**config.mk**
```make
export PLATFORM = sky130hd
export DESIGN_NAME = wordle_scorer_flat
export DESIGN_NICKNAME = d
export VERILOG_FILES = /design/src/rtl/wordle_pkg.sv /design/src/rtl/wordle_scorer_if.sv /design/src/rtl/wordle_scorer.sv /design/src/flat_wrapper.sv
export SDC_FILE = /design/constraint.sdc
export NUM_CORES = 1
export LEC_CHECK = 0
export CORE_ASPECT_RATIO = 0.5
export CORE_MARGIN = 5
export CORE_UTILIZATION = 49
export DETAILED_ROUTE_END_ITERATION = 7
export PLACE_DENSITY = 0.78
export SLEW_MARGIN = 40
export SYNTH_ARGS = -nofsm -noshare
export SYNTH_HDL_FRONTEND = slang
export SYNTH_SLANG_ARGS = --single-unit
```
**constraint.sdc**
```tcl
create_clock -name Clk -period 3.4 [get_ports Clk]
set_input_delay 0.68 -clock Clk [delete_from_list [all_inputs] [get_ports Clk]]
set_output_delay 0.68 -clock Clk [all_outputs]
set_load 0.05 [all_outputs]
```
**src/rtl/wordle_pkg.sv**
```systemverilog
// Shared constants for the Wordle scorer and the game state machine that drives it.
package wordle_pkg;

  localparam int NLET     = 5;
  localparam int LETTER_W = 8;

  // Per-position feedback codes; 2'b11 is never produced.
  localparam logic [1:0] FB_GRAY   = 2'b00;
  localparam logic [1:0] FB_YELLOW = 2'b01;
  localparam logic [1:0] FB_GREEN  = 2'b10;

  // One-hot scorer states.
  typedef enum logic [3:0] {
    QI    = 4'b0001,
    QG    = 4'b0010,
    QY    = 4'b0100,
    QDONE = 4'b1000
  } state_t;

endpackage

```
**src/rtl/wordle_scorer_if.sv**
```systemverilog
// Request/result bundle between the game state machine (master) and the scorer (slave).
//
// Handshake: Start is a request level sampled only while the scorer is idle;
// the edge that sees it latches guess/answer. Done then stays high with
// feedback/win stable until Ack is sampled high, which returns the scorer to
// idle on that edge. Start in any other state and Ack outside Done are ignored,
// and when both are high with Done, Ack wins.
interface wordle_scorer_if #(
  parameter int LETTER_W = wordle_pkg::LETTER_W
);
  localparam int WORD_W = wordle_pkg::NLET * LETTER_W;
  localparam int FB_W   = 2 * wordle_pkg::NLET;

  logic              Start;
  logic              Ack;
  logic [WORD_W-1:0] guess;
  logic [WORD_W-1:0] answer;
  logic              Busy;
  logic              Done;
  logic [FB_W-1:0]   feedback;
  logic              win;
  logic              q_I;
  logic              q_G;
  logic              q_Y;
  logic              q_Done;

  modport master (
    output Start, Ack, guess, answer,
    input  Busy, Done, feedback, win, q_I, q_G, q_Y, q_Done
  );

  modport slave (
    input  Start, Ack, guess, answer,
    output Busy, Done, feedback, win, q_I, q_G, q_Y, q_Done
  );
endinterface

```
**src/rtl/wordle_scorer.sv**
```systemverilog
// Sequential Wordle scorer: 5-cycle green pass, 25-cycle yellow pass, fixed 30-edge latency.
module wordle_scorer #(
  parameter int LETTER_W = wordle_pkg::LETTER_W
) (
  input logic           Clk,
  input logic           reset,
  wordle_scorer_if.slave bus
);
  import wordle_pkg::*;

  localparam int WORD_W = NLET * LETTER_W;
  localparam int LAST   = NLET - 1;

  state_t              state;
  state_t              state_next;
  logic [WORD_W-1:0]   g_q;
  logic [WORD_W-1:0]   a_q;
  logic [2*NLET-1:0]   fb_q;
  logic [NLET-1:0]     used_q;
  logic [2:0]          i_q;
  logic [2:0]          j_q;

  logic [LETTER_W-1:0] g_i;
  logic [LETTER_W-1:0] a_i;
  logic [LETTER_W-1:0] a_j;
  logic [1:0]          fb_i;
  logic                used_j;
  logic                last_i;
  logic                last_j;

  // Position 0 sits in the most significant letter slot.
  function automatic logic [LETTER_W-1:0] letter_at(input logic [WORD_W-1:0] w,
                                                   input logic [2:0] idx);
    letter_at = '0;
    for (int k = 0; k < NLET; k++)
      if (idx == 3'(k)) letter_at = w[(LAST-k)*LETTER_W +: LETTER_W];
  endfunction

  function automatic logic [1:0] fb_at(input logic [2*NLET-1:0] f, input logic [2:0] idx);
    fb_at = FB_GRAY;
    for (int k = 0; k < NLET; k++)
      if (idx == 3'(k)) fb_at = f[(LAST-k)*2 +: 2];
  endfunction

  // Operand selection for the current (i, j) position pair.
  always_comb begin
    g_i    = letter_at(g_q, i_q);
    a_i    = letter_at(a_q, i_q);
    a_j    = letter_at(a_q, j_q);
    fb_i   = fb_at(fb_q, i_q);
    used_j = 1'b0;
    for (int k = 0; k < NLET; k++)
      if (j_q == 3'(k)) used_j = used_q[k];
    last_i = (i_q == 3'(LAST));
    last_j = (j_q == 3'(LAST));
  end

  // State register.
  always_ff @(posedge Clk or negedge reset) begin
    if (!reset) state <= QI;
    else        state <= state_next;
  end

  // Next-state logic; any non-legal encoding falls back to idle.
  always_comb begin
    state_next = QI;
    case (state)
      QI:      state_next = bus.Start ? QG : QI;
      QG:      state_next = last_i ? QY : QG;
      QY:      state_next = (last_i && last_j) ? QDONE : QY;
      QDONE:   state_next = bus.Ack ? QI : QDONE;
      default: state_next = QI;
    endcase
  end

  // Outputs decoded from the state and the feedback register.
  always_comb begin
    bus.Busy     = (state == QG) || (state == QY);
    bus.Done     = (state == QDONE);
    bus.feedback = fb_q;
    bus.win      = (state == QDONE) && (fb_q == {NLET{FB_GREEN}});
    bus.q_I      = (state == QI);
    bus.q_G      = (state == QG);
    bus.q_Y      = (state == QY);
    bus.q_Done   = (state == QDONE);
  end

  // Datapath: latch words on accept, then walk greens and yellows one compare per cycle.
  always_ff @(posedge Clk or negedge reset) begin
    if (!reset) begin
      g_q    <= '0;
      a_q    <= '0;
      fb_q   <= '0;
      used_q <= '0;
      i_q    <= '0;
      j_q    <= '0;
    end else begin
      case (state)
        QI: begin
          if (bus.Start) begin
            g_q    <= bus.guess;
            a_q    <= bus.answer;
            fb_q   <= '0;
            used_q <= '0;
            i_q    <= '0;
            j_q    <= '0;
          end
        end
        QG: begin
          if (g_i == a_i) begin
            for (int k = 0; k < NLET; k++)
              if (i_q == 3'(k)) begin
                fb_q[(LAST-k)*2 +: 2] <= FB_GREEN;
                used_q[k]             <= 1'b1;
              end
          end
          i_q <= last_i ? 3'd0 : i_q + 3'd1;
          j_q <= 3'd0;
        end
        QY: begin
          // Greens were all claimed first, so a yellow can only take a still-free answer letter.
          if ((fb_i == FB_GRAY) && !used_j && (g_i == a_j)) begin
            for (int k = 0; k < NLET; k++) begin
              if (i_q == 3'(k)) fb_q[(LAST-k)*2 +: 2] <= FB_YELLOW;
              if (j_q == 3'(k)) used_q[k] <= 1'b1;
            end
          end
          if (last_j) begin
            j_q <= 3'd0;
            i_q <= last_i ? 3'd0 : i_q + 3'd1;
          end else begin
            j_q <= j_q + 3'd1;
          end
        end
        default: ;
      endcase
    end
  end

endmodule

```
**src/flat_wrapper.sv**
```systemverilog
// flat-port wrapper written by rule: the top's interface ports become plain ports
module wordle_scorer_flat import wordle_pkg::*;
#(
  parameter int LETTER_W = wordle_pkg::LETTER_W
)
  (Clk, reset, bus_Start, bus_Ack, bus_guess, bus_answer, bus_Busy, bus_Done, bus_feedback, bus_win, bus_q_I, bus_q_G, bus_q_Y, bus_q_Done);
  wordle_scorer_if #(.LETTER_W(LETTER_W)) bus_i ();
  input logic Clk;
  input logic reset;
  input wire logic [$bits(bus_i.Start)-1:0] bus_Start;
  input wire logic [$bits(bus_i.Ack)-1:0] bus_Ack;
  input wire logic [$bits(bus_i.guess)-1:0] bus_guess;
  input wire logic [$bits(bus_i.answer)-1:0] bus_answer;
  output wire logic [$bits(bus_i.Busy)-1:0] bus_Busy;
  output wire logic [$bits(bus_i.Done)-1:0] bus_Done;
  output wire logic [$bits(bus_i.feedback)-1:0] bus_feedback;
  output wire logic [$bits(bus_i.win)-1:0] bus_win;
  output wire logic [$bits(bus_i.q_I)-1:0] bus_q_I;
  output wire logic [$bits(bus_i.q_G)-1:0] bus_q_G;
  output wire logic [$bits(bus_i.q_Y)-1:0] bus_q_Y;
  output wire logic [$bits(bus_i.q_Done)-1:0] bus_q_Done;
  assign bus_i.Start = bus_Start;
  assign bus_i.Ack = bus_Ack;
  assign bus_i.guess = bus_guess;
  assign bus_i.answer = bus_answer;
  assign bus_Busy = bus_i.Busy;
  assign bus_Done = bus_i.Done;
  assign bus_feedback = bus_i.feedback;
  assign bus_win = bus_i.win;
  assign bus_q_I = bus_i.q_I;
  assign bus_q_G = bus_i.q_G;
  assign bus_q_Y = bus_i.q_Y;
  assign bus_q_Done = bus_i.q_Done;
  wordle_scorer #(.LETTER_W(LETTER_W)) u_core (.Clk(Clk), .reset(reset), .bus(bus_i));
endmodule
```
== Word-level counts from Yosys, hierarchy flattened ==
Index checks and enable logic that the tools add are counted.

* Register bits: 105
* Input bits: 84
* Output and inout port bits: 17
* Logic and storage cells: 137

* Eq/ne operators: 33
* Reduce and logical (&&, ||, !) cells: 23
* Add/sub/neg operators: 2
* Muxes and demuxes: 64

{| class="wikitable"
|+ Operators by type and width
! kind !! count
|-
| 8-bit two-way mux || 15
|-
| 6-bit AND reduction || 10
|-
| 2-bit by 1-bit inequality test with 1-bit output, second input constant || 17
|-
| 2-bit two-way mux || 16
|-
| 10-bit two-way mux || 3
|-
| 10-bit one-hot mux with 3 select lines || 1
|-
| 3-bit one-hot mux with 3 select lines || 2
|-
| 8-bit == test || 2
|-
| 4-bit one-hot mux with 4 select lines || 1
|-
| 1-bit two-way mux || 15
|-
| 3-bit two-way mux || 5
|-
| 5-bit two-way mux || 3
|-
| 5-bit one-hot mux with 3 select lines || 1
|-
| 3-bit by 2-bit == test with 1-bit output, second input constant || 4
|-
| 10-bit == test, second input constant || 1
|-
| 4-bit two-way mux || 2
|-
| 3-bit by 1-bit adder with 3-bit output, second input constant || 2
|-
| 3-bit by 1-bit == test with 1-bit output, second input constant || 2
|-
| 3-bit == test, second input constant || 2
|-
| 3-bit zero test || 2
|-
| 4-bit by 1-bit == test with 1-bit output, second input constant || 1
|-
| 4-bit by 2-bit == test with 1-bit output, second input constant || 1
|-
| 4-bit by 3-bit == test with 1-bit output, second input constant || 1
|-
| 4-bit == test, second input constant || 1
|-
| other kinds (8) || 12
|}

== Logic depth before layout (Yosys ltp) ==
Gate-level depths: netlist (run 1).

* Depth after elaboration: 11
* Mapped depth: 15
* Gate-level depth less buffers: 10

== Least setup slack after synthesis (run 1) ==
No wires, ideal clock.

* Path kind: flip-flop to flip-flop
* From: reg u_core.i_q[2]
* To: reg u_core.fb_q[4] (netlist: u_core.bus.feedback[4])
* Cell stages (with the launch flop): 16
* Library setup time: 127 ps
* Required time: 3273 ps
* Data arrival time: 3074 ps
* Clock period less this slack: 3201 ps
* Buffers on the path: 5
* Slack: 199 ps
* Cell sequence: dfrtp_1 -> clkbuf_2 -> buf_2 -> inv_1 -> ha_1 -> buf_6 -> or2_4 -> buf_6 -> a221o_1 -> o211ai_2 -> nand4b_4 -> nor4_4 -> o21ai_2 -> or2_0 -> buf_2 -> o32a_1

* Word-level cells in the longest chain between the ends: 11
* Elaborated cells between the ends (all ways): 30
* Classes of those cells: eq/ne: 10; mux: 15; reduce/logical: 5

{| class="wikitable"
|+ RTL lines
! what !! line !! RTL
|-
| start: declaration || wordle_scorer.sv:20 || <nowiki>logic [2:0] i_q;</nowiki>
|-
| start signal: assignment || wordle_scorer.sv:117 || <nowiki>i_q <= last_i ? 3'd0 : i_q + 3'd1;</nowiki>
|-
| start signal: assignment || wordle_scorer.sv:130 || <nowiki>i_q <= last_i ? 3'd0 : i_q + 3'd1;</nowiki>
|-
| parallel branches: the longest is 10 deep, another holds 8-bit two-way mux || - ||
|-
| 6-bit AND reduction (no line) (*) || - ||
|-
| end signal: assignment || wordle_scorer.sv:103 || <nowiki>fb_q <= '0;</nowiki>
|-
| end signal: indexed assignment || wordle_scorer.sv:113 || <nowiki>fb_q[(LAST-k)*2 +: 2] <= FB_GREEN;</nowiki>
|-
| end signal: indexed assignment || wordle_scorer.sv:124 || <nowiki>if (i_q == 3'(k)) fb_q[(LAST-k)*2 +: 2] <= FB_YELLOW;</nowiki>
|-
| end: declaration || wordle_scorer.sv:18 || <nowiki>logic [2*NLET-1:0] fb_q;</nowiki>
|}

Every way passes the cells marked *.
A chain may end at the register's enable or synchronous reset.

== Worst setup path in the final report (run 1) ==
* From: reg u_core.i_q[1]
* To: reg u_core.fb_q[4] (netlist: u_core.bus.feedback[4])

Same word-level chain as after synthesis.

==> impl_results.rst, run 1 <==
.. list-table::
   :header-rows: 1

   * - Metric
     - Value
   * - Instance count of the mapped netlist
     - 703
   * - Setup slack at placement
     - 0.0206 ns
   * - Remaining global-route overflow
     - 0
   * - Total global-route track usage
     - 23.2%
   * - Starting Density
     - 50.3%
   * - Leading area contributor after synthesis
     - sky130_fd_sc_hd__dfrtp_1
   * - Commonest cells in the netlist
     - sky130_fd_sc_hd__nand2_1 (233), sky130_fd_sc_hd__dfrtp_1 (104), sky130_fd_sc_hd__inv_1 (32)
   * - Total standard cell area after synthesis
     - 5960 um2
   * - Top-area cell type share of the netlist area
     - 43.7%
   * - Total via count in the routed design
     - 5507
   * - HPWL after detailed placement
     - 12500 um
   * - Net count after synthesis
     - 797
   * - Flip-flop and latch count after synthesis
     - 105
   * - Nets
     - 892
   * - Total negative slack
     - 0 ns
   * - Number of maximum-capacitance violations
     - 0
   * - Y dimension of the die
     - 88.0 um
   * - Top_reg_cell synth
     - sky130_fd_sc_hd__dfrtp_1
   * - GPL Wtd Cong
     - 0.948
   * - Antenna violations before repair
     - 0
   * - Worst-skew pair later-pin latency
     - 0.35 ns
   * - Clock-pin slew on the worst setup and hold paths
     - 0.07 ns
   * - Final critical-path required period
     - 3.23 ns
   * - Number of DRC markers in iteration 0
     - 571
   * - Clock skew after layout
     - 0.00675 ns
   * - Internal Dissipation
     - 0.00375 W
   * - Diode insertion count for antenna repair
     - 0
   * - ANT nets after route
     - 0
   * - Worst hold margin
     - 0.359 ns
   * - Reg-to-Reg Start
     - u_core.i_q[1]
   * - P&R area growth vs syn
     - 27.4%
   * - Most repeated cell in the gate-level netlist after synthesis
     - sky130_fd_sc_hd__nand2_1
   * - WP data required
     - 3.63 ns
   * - Arrival time at the worst endpoint
     - 3.47 ns
   * - Unique masters post-synth
     - 58
   * - Proportion of register bits with asynchronous set or reset after synthesis
     - 100%
   * - Synthesized area divided by synthesized cell count
     - 8.48 um2
   * - Critical Path Source
     - u_core.i_q[1]
   * - Number of placement rows
     - 28
   * - Highest Clock Rate
     - 0.309 GHz
   * - Count of input and output buffers
     - 100
   * - Nature of the critical path endpoint
     - flip-flop
   * - Overall power consumption
     - 0.00673 W
   * - Switching power summed over all nets
     - 0.00298 W
   * - Worst min-delay path category
     - in2async
   * - Startpoint type of the worst setup path
     - flip-flop
   * - Leakage dissipation
     - 3.52 nW
   * - Average via count per standard cell
     - 5.69
   * - Transition time at the pin with the least slew margin
     - 0.705 ns
   * - Count of H-tree levels built during CTS
     - 3
   * - Relative slew margins
     - 52.5%
   * - Outcome
     - complete, no violations
   * - Category of the most critical setup path
     - reg2reg
   * - Mean routed wirelength per cell
     - 17.4 um
   * - PD cells
     - 887 nW/um2
   * - First-pass GRT wire length
     - 27300 um
   * - Post-CTS setup buffers
     - 0
   * - Root cell of the clock tree
     - sky130_fd_sc_hd__clkbuf_16
   * - Final core utilization
     - 64.1%
   * - Cells on worst reg2reg path
     - 10
   * - Final-report setup violation count
     - 0
   * - Setup slack, reg-to-reg
     - 0.17 ns
   * - Final Worst Setup Slack
     - 0.165 ns
   * - Relative contribution of the clock network to total power
     - 15.1%
   * - Max-slew violation count
     - 0
   * - Number of clock buffers inserted by TritonCTS
     - 9
   * - Total count of hold-check failures in the final report
     - 0
   * - Sink Count
     - 105
   * - Floorplan Core Area
     - 11800 um2
   * - Critical path endpoint
     - u_core.bus.feedback[4]
   * - Number of top-level design ports
     - 101
   * - Sw Ratio
     - 44.3%
   * - Share of synthesized area occupied by flip-flops and latches
     - 44.1%
   * - Number of global-route vias before repair
     - 5297
   * - Maximum number of pins on one net before global-route repair
     - 100
   * - Number of warnings reported in the yosys synthesis log
     - 0
   * - CTS tree
     - built
   * - Part of the cycle the worst path needs
     - 95.1%
   * - Full die area
     - 14600 um2
   * - Logic gate share of total power
     - 51.6%
   * - Chip Width
     - 166 um
   * - Unrepaired setup endpoints after global routing
     - true
   * - Share of post-route cells with drive strength above 1
     - 12.7%
   * - First-pass iteration count of the detailed router
     - 5
   * - Register share of total power
     - 33.4%
   * - Total Routed Length
     - 16900 um
   * - Top area cells in the synthesized netlist
     - sky130_fd_sc_hd__dfrtp_1 (44%), sky130_fd_sc_hd__nand2_1 (15%), sky130_fd_sc_hd__nand3b_1 (3.7%)
   * - Worst vdd rail ir drop
     - 1.03 mV
   * - CP Max Fanout
     - 20
   * - CTS Buffer Depth
     - 2
   * - Number of flops mapped to enable cells by yosys
     - 0
   * - Detailed-route DRC error count
     - 0
   * - Terminus of the critical flop-to-flop path
     - u_core.bus.feedback[4]
[metal layers]
| metal | GRT usage [%] | vias up | part of all wire, % |
|---|---|---|---|
| met5 | 0 | - | 0 |
| met2 | 36.8 | 204 | 45 |
| met1 | 33.0 | 2651 | 46 |
| met3 | 5.09 | 15 | 7.0 |
| li1 | - | 2637 | - |
| met4 | 5.54 | 0 | 1.2 |
[state kept, by name, indices dropped and copies added (netlist names)]
signal               flops
u_core.i_q               3
u_core.j_q               3
u_core.bus.feedback     10
u_core.g_q              40
u_core.used_q            5
u_core.a_q              40
u_core.state             4
[power groups by stage]
stage,Sequential [W],Combinational [W],Clock (W)
2_1_floorplan,0.00219,0.00244,0
3_3_place_gp,0.00223,0.00329,0
3_5_place_dp,0.00224,0.00340,0
4_1_cts,0.00223,0.00341,0.00103
5_1_grt,0.00230,0.00386,0.00108
6_report,0.00225,0.00347,0.00101
[logic make-up after synthesis]
family	synth area share, %
buf+inv	6.49
mux	0.378
simple gates	25.9
xor+xnor	0.294
compound gates	20.8
flops	44.1
fa+ha+maj	2.10
[metrics by stage]
| step | cell area (um2) | instances |
|---|---|---|
| global route | 7590 | 968 |
| detailed placement | 7210 | 952 |
| global placement | 7210 | 952 |
| finish | 7590 | 968 |
| floorplan | 5960 | 703 |
| CTS | 7500 | 968 |
[critical path: stages (launching register included)]
cell                       delay [ns]
sky130_fd_sc_hd__dfrtp_1         0.45
sky130_fd_sc_hd__ha_1            0.22
sky130_fd_sc_hd__ha_1            0.22
sky130_fd_sc_hd__or2_4           0.35
sky130_fd_sc_hd__a221o_1         0.39
sky130_fd_sc_hd__o211ai_1        0.13
sky130_fd_sc_hd__nand4b_1        0.17
sky130_fd_sc_hd__nor4_4          0.39
sky130_fd_sc_hd__o21ai_2         0.14
sky130_fd_sc_hd__or2_1           0.29
sky130_fd_sc_hd__o32a_1          0.35
[how the worst min path moves through the flow]
| stage | slack [ns] | end | cells after the start | start |
|---|---|---|---|---|
| final | 0.36 | u_core.g_q[28] | 1 | reset |
| after global routing | 0.41 | u_core.g_q[19] | 1 | reset |
| after CTS | 0.38 | u_core.g_q[28] | 1 | reset |
| after detailed placement | 0.46 | u_core.g_q[5] | 2 | u_core.g_q[5] |
| after global placement | 0.46 | u_core.g_q[3] | 2 | u_core.g_q[3] |
| after floorplan | 0.38 | u_core.a_q[0] | 0 | reset |
[layout make-up]
type | instances | area [um2]
Sequential cell | 105 | 2630
Inverter | 33 | 124
Timing Repair Buffer | 133 | 1290
Tap cell | 165 | 206
Clock buffer | 10 | 239
Multi-Input combinational cell | 516 | 3050
Fill cell | 1056 | 4250
Clock inverter | 6 | 50.0
[repair_timing]
item	in CTS	in global routing
pin swaps	0	1
cloned	0	0
setup endpoints to repair	3	9
resized for setup	1	18
hold buffers	0	0
[cell usage in the layout, fill, tap and decap left out, types with 3 or more instances in the layout]
master and count:
sky130_fd_sc_hd__o211ai_1 10, sky130_fd_sc_hd__buf_12 4, sky130_fd_sc_hd__ha_2 3, sky130_fd_sc_hd__nor4_1 3, sky130_fd_sc_hd__o211ai_2 5, sky130_fd_sc_hd__a221oi_1 9
sky130_fd_sc_hd__a211o_1 12, sky130_fd_sc_hd__a31o_2 11, sky130_fd_sc_hd__buf_4 31, sky130_fd_sc_hd__inv_1 32, sky130_fd_sc_hd__o21ai_0 30, sky130_fd_sc_hd__nor2_1 20
sky130_fd_sc_hd__clkbuf_16 9, sky130_fd_sc_hd__nand3b_1 29, sky130_fd_sc_hd__ha_1 6, sky130_fd_sc_hd__a21oi_1 30, sky130_fd_sc_hd__and3_1 17, sky130_fd_sc_hd__nand3_1 8
sky130_fd_sc_hd__o22ai_1 6, sky130_fd_sc_hd__a221o_1 11, sky130_fd_sc_hd__dfrtp_1 104, sky130_fd_sc_hd__a31oi_1 11, sky130_fd_sc_hd__a221oi_2 8, sky130_fd_sc_hd__clkdlybuf4s50_1 98
sky130_fd_sc_hd__nor3_1 4, sky130_fd_sc_hd__nand2_1 232, sky130_fd_sc_hd__a211oi_1 3
(Power assumes the default switching activity.)
==> inputs of run 2 (changes only) <==
==> constraint.sdc (replaced) <==
create_clock -name Clk -period 3.4 [get_ports Clk]
set_input_delay 0.68 -clock Clk [delete_from_list [all_inputs] [get_ports Clk]]
set_output_delay 0.68 -clock Clk [all_outputs]
set_load 0.01 [all_outputs]
==> impl_results.rst, run 2 (synthesis results as in run 1) <==
.. list-table::
   :header-rows: 1

   * - Metric
     - Value
   * - Outcome
     - complete, no violations (unchanged)
   * - Floorplan Core Area
     - 11800 um2 (unchanged)
   * - Critical Path Source
     - u_core.j_q[0] (was u_core.i_q[1])
   * - P&R area growth vs syn
     - 28.2% (was 27.4%)
   * - Highest Clock Rate
     - 0.300 GHz (was 0.309 GHz)
   * - Count of input and output buffers
     - 100 (unchanged)
   * - Filler Cell Count
     - 1050 (was 1056)
   * - Clock-pin slew on the worst setup and hold paths
     - 0.08 ns (was 0.07 ns)
   * - Final critical-path required period
     - 3.34 ns (was 3.23 ns)
   * - Maximum number of pins on one net before global-route repair
     - 70 (was 100)
   * - Total via count in the routed design
     - 5635 (was 5507)
   * - Worst-skew pair later-pin latency
     - 0.35 ns (about the same)
   * - Number of DRC markers in iteration 0
     - 558 (was 571)
   * - Part of the cycle the worst path needs
     - 98.1% (was 95.1%)
   * - Sink Count
     - 105 (unchanged)
   * - Chip Width
     - 166 um (unchanged)
   * - Clock skew after layout
     - 0.00644 ns (was 0.00675 ns)
   * - Number of global-route vias before repair
     - 5398 (was 5297)
   * - GPL Wtd Cong
     - 0.941 (was 0.948)
   * - Share of post-route cells with drive strength above 1
     - 12.1% (was 12.7%)
   * - Nets
     - 896 (was 892)
   * - Diode insertion count for antenna repair
     - 0 (unchanged)
   * - CTS Buffer Depth
     - 2 (unchanged)
   * - First-pass iteration count of the detailed router
     - 6 (was 5)
   * - Antenna violations before repair
     - 0 (unchanged)
   * - Relative slew margins
     - 51.2% (was 52.5%)
   * - HPWL after detailed placement
     - 13200 um (was 12500 um)
   * - Starting Density
     - 50.3% (unchanged)
   * - Remaining global-route overflow
     - 0 (unchanged)
   * - Commonest cells after routing, fill and taps aside
     - sky130_fd_sc_hd__nand2_1 (232), sky130_fd_sc_hd__dfrtp_1 (104), sky130_fd_sc_hd__clkdlybuf4s50_1 (99) (was sky130_fd_sc_hd__nand2_1 (232), sky130_fd_sc_hd__dfrtp_1 (104), sky130_fd_sc_hd__clkdlybuf4s50_1 (98))
   * - Number of top-level design ports
     - 101 (unchanged)
   * - Setup slack, reg-to-reg
     - 0.06 ns (was 0.17 ns)
   * - Number of placement rows
     - 28 (unchanged)
   * - Leakage dissipation
     - 3.55 nW (was 3.52 nW)
   * - Y dimension of the die
     - 88.0 um (unchanged)
   * - Detailed-route DRC error count
     - 0 (unchanged)
   * - Max-slew violation count
     - 0 (unchanged)
   * - Worst min-delay path category
     - in2async (unchanged)
   * - Total Routed Length
     - 17500 um (was 16900 um)
   * - Number of placed instances, taps included
     - 956 (was 952)
   * - Startpoint type of the worst setup path
     - flip-flop (unchanged)
   * - Number of maximum-capacitance violations
     - 0 (unchanged)
   * - Most common cell after layout, fill and taps aside
     - sky130_fd_sc_hd__nand2_1 (unchanged)
   * - Cells on worst reg2reg path
     - 10 (unchanged)
   * - Critical path endpoint
     - u_core.bus.feedback[4] (unchanged)
   * - Average via count per standard cell
     - 5.80 (was 5.69)
   * - Terminus of the critical flop-to-flop path
     - u_core.bus.feedback[4] (unchanged)
   * - Mean routed wirelength per cell
     - 18.0 um (was 17.4 um)
   * - Overall power consumption
     - 0.00675 W (was 0.00673 W)
   * - DP Area
     - 7290 um2 (was 7210 um2)
   * - Full die area
     - 14600 um2 (unchanged)
   * - CP Max Fanout
     - 6 (was 20)
   * - Category of the most critical setup path
     - reg2reg (unchanged)
   * - WP data required
     - 3.64 ns (was 3.63 ns)
   * - Nature of the critical path endpoint
     - flip-flop (unchanged)
   * - Final-report setup violation count
     - 0 (unchanged)
   * - Root cell of the clock tree
     - sky130_fd_sc_hd__clkbuf_16 (unchanged)
   * - Final Worst Setup Slack
     - 0.0647 ns (was 0.165 ns)
   * - Worst vdd rail ir drop
     - 0.402 mV (was 1.03 mV)
   * - Total count of hold-check failures in the final report
     - 0 (unchanged)
   * - Sequential cell area
     - 2630 um2 (unchanged)
   * - Arrival time at the worst endpoint
     - 3.58 ns (was 3.47 ns)
   * - Transition time at the pin with the least slew margin
     - 0.724 ns (was 0.705 ns)
   * - ANT nets after route
     - 0 (unchanged)
   * - CTS tree
     - built (unchanged)
   * - Total global-route track usage
     - 24.1% (was 23.2%)
   * - PD cells
     - 884 nW/um2 (was 887 nW/um2)
   * - Setup slack at placement
     - 0.0290 ns (was 0.0206 ns)
   * - Reg-to-Reg Start
     - u_core.j_q[0] (was u_core.i_q[1])
   * - Count of H-tree levels built during CTS
     - 3 (unchanged)
   * - Number of clock buffers inserted by TritonCTS
     - 9 (unchanged)
   * - Final core utilization
     - 64.5% (was 64.1%)
   * - Post-CTS setup buffers
     - 0 (unchanged)
   * - Multi-input combinational cell area
     - 3000 um2 (was 3050 um2)
   * - First-pass GRT wire length
     - 28100 um (was 27300 um)
   * - Post-route non-filler standard cell count
     - 972 (was 968)
   * - Non-Filler Cell Area, Final
     - 7640 um2 (was 7590 um2)
==> run 2: worst min path at each step <==
| stage | start | slack [ns] | cells after the start | endpoint |
|---|---|---|---|---|
| 2_1_floorplan | reset | 0.38 | 0 | u_core.a_q[0] |
| 3_3_place_gp | u_core.g_q[6] | 0.46 | 2 | u_core.g_q[6] |
| 3_5_place_dp | u_core.g_q[2] | 0.46 | 2 | u_core.g_q[2] |
| 4_1_cts | reset | 0.38 | 1 | u_core.g_q[35] |
| 5_1_grt | reset | 0.41 | 1 | u_core.g_q[21] |
| 6_report | reset | 0.36 | 1 | u_core.g_q[21] |
==> run 2: stage by stage <==
step | hold slack, ns | setup TNS [ns]
floorplan | 0.384 | 0
global placement | 0.456 | 0
detailed placement | 0.462 | 0
CTS | 0.383 | 0
global route | 0.410 | -0.0662
finish | 0.361 | 0
==> run 2: area by class of cell <==
class | count | area share [%]
flip-flops and latches | 105 | 34.4
clock inverters | 7 | 1.11
repair buffers | 137 | 18.0
multi-input cells | 516 | 39.2
inverters | 33 | 1.62
clock buffers | 9 | 2.95
well taps | 165 | 2.70
==> run 2: where the power goes <==
group          switching [W]  internal (W)
Combinational        0.00196       0.00143
Clock               0.000512      0.000587
Sequential          0.000427       0.00183
Total                0.00290       0.00385
==> run 2: per-layer routing <==
layer	track usage, %	up-vias	routed length, um
met3	4.37	34	1160
met2	37.5	234	7650
met5	0	-	0
met4	6.96	0	336
li1	-	2646	-
met1	34.9	2721	8380
==> run 2: timing repair <==
action	in CTS	in global routing
hold buffers	0	0
gates resized for setup	0	8
setup endpoints to repair	0	11
==> run 2: critical path: stages, from the launching register on <==
cell and delay [ns]:
sky130_fd_sc_hd__dfrtp_1 0.44, sky130_fd_sc_hd__ha_1 0.23, sky130_fd_sc_hd__ha_1 0.21, sky130_fd_sc_hd__or2_1 0.38
sky130_fd_sc_hd__a221oi_1 0.37, sky130_fd_sc_hd__a211o_1 0.15, sky130_fd_sc_hd__nand4_1 0.21, sky130_fd_sc_hd__nor4_4 0.40
sky130_fd_sc_hd__a21oi_2 0.13, sky130_fd_sc_hd__or2_0 0.33, sky130_fd_sc_hd__o32a_1 0.36
